===== src/rtl/mm_wr_scheduler.sv =====
// Shares one local-memory write port round-robin among NCH channel streams, each writing a host-sized block at its own base.
// Latency: a handshake in cycle t produces the memory write in cycle t+1; throughput is 1 word per cycle. Backpressure: ch_ready is at most one-hot and only high in RUN.
module mm_wr_scheduler #(
    parameter int NCH = 2,
    parameter int DW  = 32,
    parameter int AW  = 12
) (
    input  logic                  aclk,
    input  logic                  aresetn,
    input  logic                  start,
    input  logic [NCH*AW-1:0]     cfg_base,
    input  logic [NCH*(AW+1)-1:0] cfg_size,
    input  logic [NCH-1:0]        ch_valid,
    input  logic [NCH*DW-1:0]     ch_data,
    output logic [NCH-1:0]        ch_ready,
    output logic [NCH-1:0]        ch_last,
    output logic                  mem_en,
    output logic                  mem_we,
    output logic [AW-1:0]         mem_addr,
    output logic [DW-1:0]         mem_wdata,
    output logic                  busy,
    output logic                  done
);
    localparam int PW = (NCH > 1) ? $clog2(NCH) : 1;

    typedef enum logic [1:0] {IDLE, RUN, DONE} state_t;

    state_t          state_q, state_d;
    logic [PW-1:0]   ptr_q, ptr_d;
    logic [AW-1:0]   base_q [NCH];
    logic [AW-1:0]   base_d [NCH];
    logic [AW:0]     size_q [NCH];
    logic [AW:0]     size_d [NCH];
    logic [AW:0]     cnt_q  [NCH];
    logic [AW:0]     cnt_d  [NCH];
    logic [NCH-1:0]  fin_q, fin_d;
    logic            mem_en_q, mem_en_d;
    logic [AW-1:0]   mem_addr_q, mem_addr_d;
    logic [DW-1:0]   mem_wdata_q, mem_wdata_d;

    logic [NCH-1:0]  elig, grant, last;
    logic            xfer;
    int              gidx;
    int              idx;

    // Round-robin search starting at the pointer; the first eligible channel wins.
    always_comb begin
        elig  = '0;
        grant = '0;
        last  = '0;
        xfer  = 1'b0;
        gidx  = 0;
        idx   = 0;
        if (state_q == RUN) elig = ch_valid & ~fin_q;
        for (int k = 0; k < NCH; k++) begin
            idx = int'(ptr_q) + k;
            if (idx >= NCH) idx = idx - NCH;
            if (!xfer && elig[idx]) begin
                xfer = 1'b1;
                gidx = idx;
            end
        end
        if (xfer) grant[gidx] = 1'b1;
        for (int i = 0; i < NCH; i++)
            last[i] = grant[i] && (cnt_q[i] == size_q[i] - 1'b1);
    end

    assign ch_ready = grant;
    assign ch_last  = last;

    always_comb begin
        state_d     = state_q;
        ptr_d       = ptr_q;
        base_d      = base_q;
        size_d      = size_q;
        cnt_d       = cnt_q;
        fin_d       = fin_q;
        mem_en_d    = 1'b0;
        mem_addr_d  = mem_addr_q;
        mem_wdata_d = mem_wdata_q;
        case (state_q)
            IDLE, DONE: begin
                if (start) begin
                    for (int i = 0; i < NCH; i++) begin
                        base_d[i] = cfg_base[i*AW +: AW];
                        size_d[i] = cfg_size[i*(AW+1) +: AW+1];
                        cnt_d[i]  = '0;
                        fin_d[i]  = (cfg_size[i*(AW+1) +: AW+1] == '0);
                    end
                    state_d = (&fin_d) ? DONE : RUN;
                end
            end
            RUN: begin
                if (xfer) begin
                    cnt_d[gidx] = cnt_q[gidx] + 1'b1;
                    if (last[gidx]) fin_d[gidx] = 1'b1;
                    ptr_d       = (gidx + 1 >= NCH) ? '0 : PW'(gidx + 1);
                    mem_en_d    = 1'b1;
                    mem_addr_d  = base_q[gidx] + cnt_q[gidx][AW-1:0];
                    mem_wdata_d = ch_data[gidx*DW +: DW];
                end
                // Leaving on the final handshake lines DONE up with the final write.
                if (&fin_d) state_d = DONE;
            end
            default: state_d = IDLE;
        endcase
    end

    always_ff @(posedge aclk or negedge aresetn) begin
        if (!aresetn) begin
            state_q     <= IDLE;
            ptr_q       <= '0;
            fin_q       <= '0;
            mem_en_q    <= 1'b0;
            mem_addr_q  <= '0;
            mem_wdata_q <= '0;
            for (int i = 0; i < NCH; i++) begin
                base_q[i] <= '0;
                size_q[i] <= '0;
                cnt_q[i]  <= '0;
            end
        end else begin
            state_q     <= state_d;
            ptr_q       <= ptr_d;
            fin_q       <= fin_d;
            mem_en_q    <= mem_en_d;
            mem_addr_q  <= mem_addr_d;
            mem_wdata_q <= mem_wdata_d;
            for (int i = 0; i < NCH; i++) begin
                base_q[i] <= base_d[i];
                size_q[i] <= size_d[i];
                cnt_q[i]  <= cnt_d[i];
            end
        end
    end

    assign mem_en    = mem_en_q;
    assign mem_we    = mem_en_q;
    assign mem_addr  = mem_addr_q;
    assign mem_wdata = mem_wdata_q;
    assign busy      = (state_q == RUN);
    assign done      = (state_q == DONE);
endmodule

===== config.mk =====
export PLATFORM = sky130hd
export DESIGN_NAME = mm_wr_scheduler
export DESIGN_NICKNAME = d
export VERILOG_FILES = /design/src/rtl/mm_wr_scheduler.sv
export SDC_FILE = /design/constraint.sdc
export NUM_CORES = 1
export LEC_CHECK = 0
export ABC_AREA = 0
export BUFFER_PORTS_ARGS = -buffer_cell sky130_fd_sc_hd__buf_2
export CAP_MARGIN = 20
export CORE_MARGIN = 10
export CORE_UTILIZATION = 58
export CTS_CLUSTER_SIZE = 24
export DETAILED_ROUTE_END_ITERATION = 16
export GPL_ROUTABILITY_DRIVEN = 0
export MAX_ROUTING_LAYER = met4
export PLACE_DENSITY = 0.86
export RECOVER_POWER = 100
export SYNTH_ARGS = -nofsm -noshare
export SYNTH_HDL_FRONTEND = slang
export SYNTH_SLANG_ARGS = --single-unit
export TNS_END_PERCENT = 30

===== constraint.sdc =====
create_clock -name aclk -period 10.91 [get_ports aclk]
set_input_delay 1.6365 -clock aclk [delete_from_list [all_inputs] [get_ports aclk]]
set_output_delay 1.6365 -clock aclk [all_outputs]
set_load 0.02 [all_outputs]

== After elaboration in Yosys (flattened, before gate mapping) ==
Cells that the tools add are included.
Word-level totals
  bits of input ports: 119
  bits in writable memories: 0
  bits in read-only memories: 0
  register bits after elaboration: 126
  bits in latches: 0
  logic and storage cells: 102
  memories kept: 0
Operators by class
  $mul: 0
  equal/unequal tests: 7
  muxes and demuxes: 43
  bitwise operators: 4
  shift-type cells: 1
  $lt $le $gt $ge: 9
  $add $sub $neg: 8
  reductions and logical operators: 18
  div/mod/pow operators: 0
Operator list (number)
  $mux 32: 4
  $lt 32x3->1 const B: 3
  $shiftx 64x32->32: 1
  $mux 13: 4
  $mux 26: 2
  $pmux 26 s2: 1
  $mux 12: 3
  $add 32x2->32 const B: 1
  $ge 32x1->1 const B: 1
  $ge 32x2->1 const B: 1
  $ge 32x3->1 const B: 1
  $lt 32x1->1 const B: 1
  $not 32->32: 1
  $bwmux 26: 1
  $eq 13x13->1: 2
  $logic_not 13->1: 2
  $sub 13x1->13 const B: 2
  $mux 2: 9
  $mux 1: 15
  $add 13x1->13 const B: 1
  $demux 13 s1: 1
  $add 12x12->12: 1
  $reduce_and 2->1: 6
  $pmux 2 s2: 2
  other kinds (19): 24

== Logic depth before layout (Yosys ltp) ==
  depth in word-level cells: 25
  depth in mapped cells: 18

== Worst setup path before layout ==
Ideal clock, no wire load.
  path type: input to output
  from: in ch_valid[0]
  to: out ch_ready[0]
  slack: 5862 ps
  cell stages on the path: 6
  data required time: 9274 ps
  arrival time: 3412 ps
  path through: or3b_2 > nand2_2 > clkinv_1 > clkbuf_1 > nor2_1 > clkbuf_1
On the way
  word-level cells in the longest chain between the ends: 14
RTL lines
  start, declared: RTL line 13  | input logic [NCH-1:0] ch_valid,
  $and 2x2->2 (*): RTL line 54  | if (state_q == RUN) elig = ch_valid & ~fin_q;
  $mux 2 (*): RTL line 54
  $mux 1 (implied by the code) (3 in series): RTL line 58  | if (!xfer && elig[idx]) begin
  $mux 1: RTL line 58
  $logic_not 1->1: RTL line 58
  $logic_and 1x1->1: RTL line 58
  $mux 32: RTL line 58
  $ge 32x1->1 (implied by the code) / $lt 32x3->1 (equally long branches): RTL line 63  | if (xfer) grant[gidx] = 1'b1;
  $logic_and 1x1->1 (implied by the code): RTL line 63
  $mux 1 (implied by the code): RTL line 63
  $demux 1 s1: RTL line 63
  $mux 2 (*): RTL line 63
  end, declared: RTL line 15  | output logic [NCH-1:0] ch_ready,
Every way passes the cells marked *; elsewhere a longest branch is shown, timed or not. The select of a mux whose other input is x is not followed.

==> qor.csv <==
metric;value;unit
Yosys top cell area share;44.55;%
RSZ-0062 raised after global routing;no;
top cell type by total area after synthesis;dfrtp_1;
total number of vias;6760;
Mapped Cells;862;
share of cells above drive strength 1;16.23;%
crit share post-route;63.88;%
worst r2r src;state_q[0];
max_cap viols;5;
commonest cells in the netlist;316 x nand2_1, 126 x dfrtp_1, 49 x o21ai_0;
Clock Latency Late Sink;0.42;ns
PD cells;243.2;mW/mm^2
Via density;5.778;
core area;0.01196;mm^2
synth top area cells;dfrtp_1 45%, nand2_1 17%, o21ai_0 3.5%;
Final Hold Viols;0;
Hold Path Origin;mem_addr[7];
multiplexer share of the synthesized area;1.715;%
CTS resizes;0;
Clock Skews;0.006780;ns
WP buf/inv;2;
register share of total power;35.7;%
VDD IR-drop max;0.1407;mV
GR Overflow Total;0;
Util after Layout;71.26;%
DR WL/cell;17.06;um
IO Pins;171;
EDFF count, synth;0;
TritonRoute pass-1 iters;5;
min cycle time layout;6.969;ns
Slew Limit Fails;295;
worst-path cell chain;clkbuf_1, clkbuf_1;
overall routing resource usage;23.87;%
Die ar.;0.01702;mm^2
CP peak stage delay;2.88;ns
NetSw;0.7769;mW
I/O Buffers;170;
layout net count;1144;
Slew HR;-161.2;%
Avg Synthesized Cell Area;8.211;um^2
Worst Setup SP;aresetn;
# rows;40;
share of synthesized registers carrying an async set or reset;100.0;%
failing checks;capacitance limit, slew limit;
main combinational cell family by area after synthesis;simple AND/OR/NAND/NOR gates;
internal power;1.296;mW
Clock Path Buffers;2;
number of global-route vias before repair;6394;
Die H;130.5;um
Num CTS Buffers;17;
synth unique cells;68;
Worst Hold Class;reg -> reg;
initial drt markers;732;
Area after DPL;0.007993;mm^2
prevailing post-synth register cell;dfrtp_1;
largest net degree at the start of global routing;78;
number of setup violations in the final report;0;
H-tree levels;4;
residual DRC count;0;
Synth Area in XOR/XNOR;4.455;%
status;finished with violations;
chip width;130.5;um
Yosys reg bits;126;
Final WS setup;3.941;ns
diode count;0;
cell with the most instances after synthesis;nand2_1;
Hold Buf Count CTS;0;
first-pass GRT wire length;31640;um
Peak Freq;143.5;MHz
Synth Area in Adders;2.758;%
compound-gate portion of the synthesized area;15.26;%
Logic pwr share;34.4;%
Post-Place Setup Slack;5.231;ns
slowest stage cell, crit path;clkbuf_1;
Synth Warn #;0;
setup_tns;0;ns
Lkg Pwr;4.223;nW
Reg clk slew, reported paths;0.06;ns
switching part of the total;37.48;%
final instance area;0.008523;mm^2
critical path arrival;6.58;ns
starting density of the core;59.17;%
CP max FO;75;
Root Buffer;clkbuf_16;
Critical Path Start Type;primary input;
Layout area overhead;20.42;%
DRT Wirelength;19970;um
DP Wirelength;14280;um
CTS tree;built;
CP delay by family, top;buffers and inverters;
Worst Setup End Kind;async pin;
Syn Nets;996;
initial antenna violation count;0;
Num Clock Sinks;126;
sequential share of the synthesized area;44.55;%
CP Class;in -> async;
Post-CTS Setup Inserts;0;
number of routed nets with antenna violations;0;
WP data required;10.52;ns
cell mode on critical path;clkbuf_1;
clock share of power;29.9;%
Worst-Margin Slew;3.918;ns
Syn Std Cell Area;0.007078;mm^2
Simple-Gate Fraction of Synth Area;27.56;%
cells by family (layout without fill, tap and decap cells):
| family | count (synthesis) | in the layout |
|---|---|---|
| AND/OR/NAND/NOR | 450 | 450 |
| AO/OA/AOI/OAI | 157 | 157 |
| flip-flops | 126 | 126 |
| buffers and inverters | 66 | 227 |
| XOR/XNOR | 36 | 36 |
| adder cells (fa/ha/maj) | 15 | 15 |
| multiplexers | 12 | 12 |
cells in the final DEF (no fill, tap or decap), drive strengths merged, types with 11 or more instances in the layout:
cell type,instances
nand2,317
xnor2,19
clkbuf,79
nand3,12
a22oi,32
ha,14
o21ai,50
nor4,11
mux2i,11
a21oi,15
buf,116
dfrtp,126
xor2,17
nor3,21
nor2,32
inv,18
worst reg2reg max path: stages (launching register included):
cell	delay, ns
dfrtp_1	0.45
nand2b_1	0.14
inv_1	0.10
o21ai_4	0.06
clkbuf_1	2.14
clkinv_1	1.34
o21ai_0	0.98
clkbuf_1	0.35
nand2_1	0.13
o21ai_0	0.10
metrics by stage:
stage               cells  total power, mW  hold slack (ns)
floorplan             862            1.242           0.4455
global placement     1138            1.442           0.4577
detailed placement   1138            1.464           0.4617
CTS                  1170            2.091           0.4773
global route         1170            2.207           0.4989
finish               1170            2.073           0.4766
power by group through the flow:
stage	combinational (mW)	sequential [mW]	clock, mW
floorplan	0.489	0.753	0
global placement	0.706	0.736	0
detailed placement	0.725	0.738	0
CTS	0.732	0.734	0.625
global route	0.799	0.759	0.649
finish	0.714	0.740	0.619
registers in the layout, indices dropped and copies added (netlist names):
signal and flops:
size_q 26, fin_q 2, state_q 2, mem_addr 12
mem_en 1, mem_wdata 32, base_q 24, cnt_q 26
ptr_q 1
area by class of cell:
cell class / instances / area, um^2
Clock buffer: 19 / 452.9
Tap cell: 147 / 183.9
Multi-Input combinational cell: 670 / 3661
Sequential cell: 126 / 3153
Fill cell: 993 / 3438
Timing Repair Buffer: 176 / 808.3
Clock inverter: 13 / 192.7
Inverter: 19 / 71.32
per-layer routing:
metal | global-route usage [%] | vias up | wire [um]
met2 | 38.22 | 265 | 10230
met4 | 7.129 | 0 | 354
li1 | - | 3252 | -
met3 | 5.963 | 30 | 1194
met5 | - | - | 0
met1 | 29.45 | 3213 | 8192
final timing paths:
path / to / slack [ns] / cells after the start
hold / removal: mem_addr[7] / 0.48 / 2
setup / recovery: base_q[0] / 3.94 / 2
hold reg to reg: mem_addr[7] / 0.48 / 2
max in group aclk: cnt_q[17] / 4.14 / 9
min in group asynchronous: size_q[24] / 2.15 / 1
setup reg to reg: cnt_q[17] / 4.98 / 9
Power figures use the tool's default switching activity.
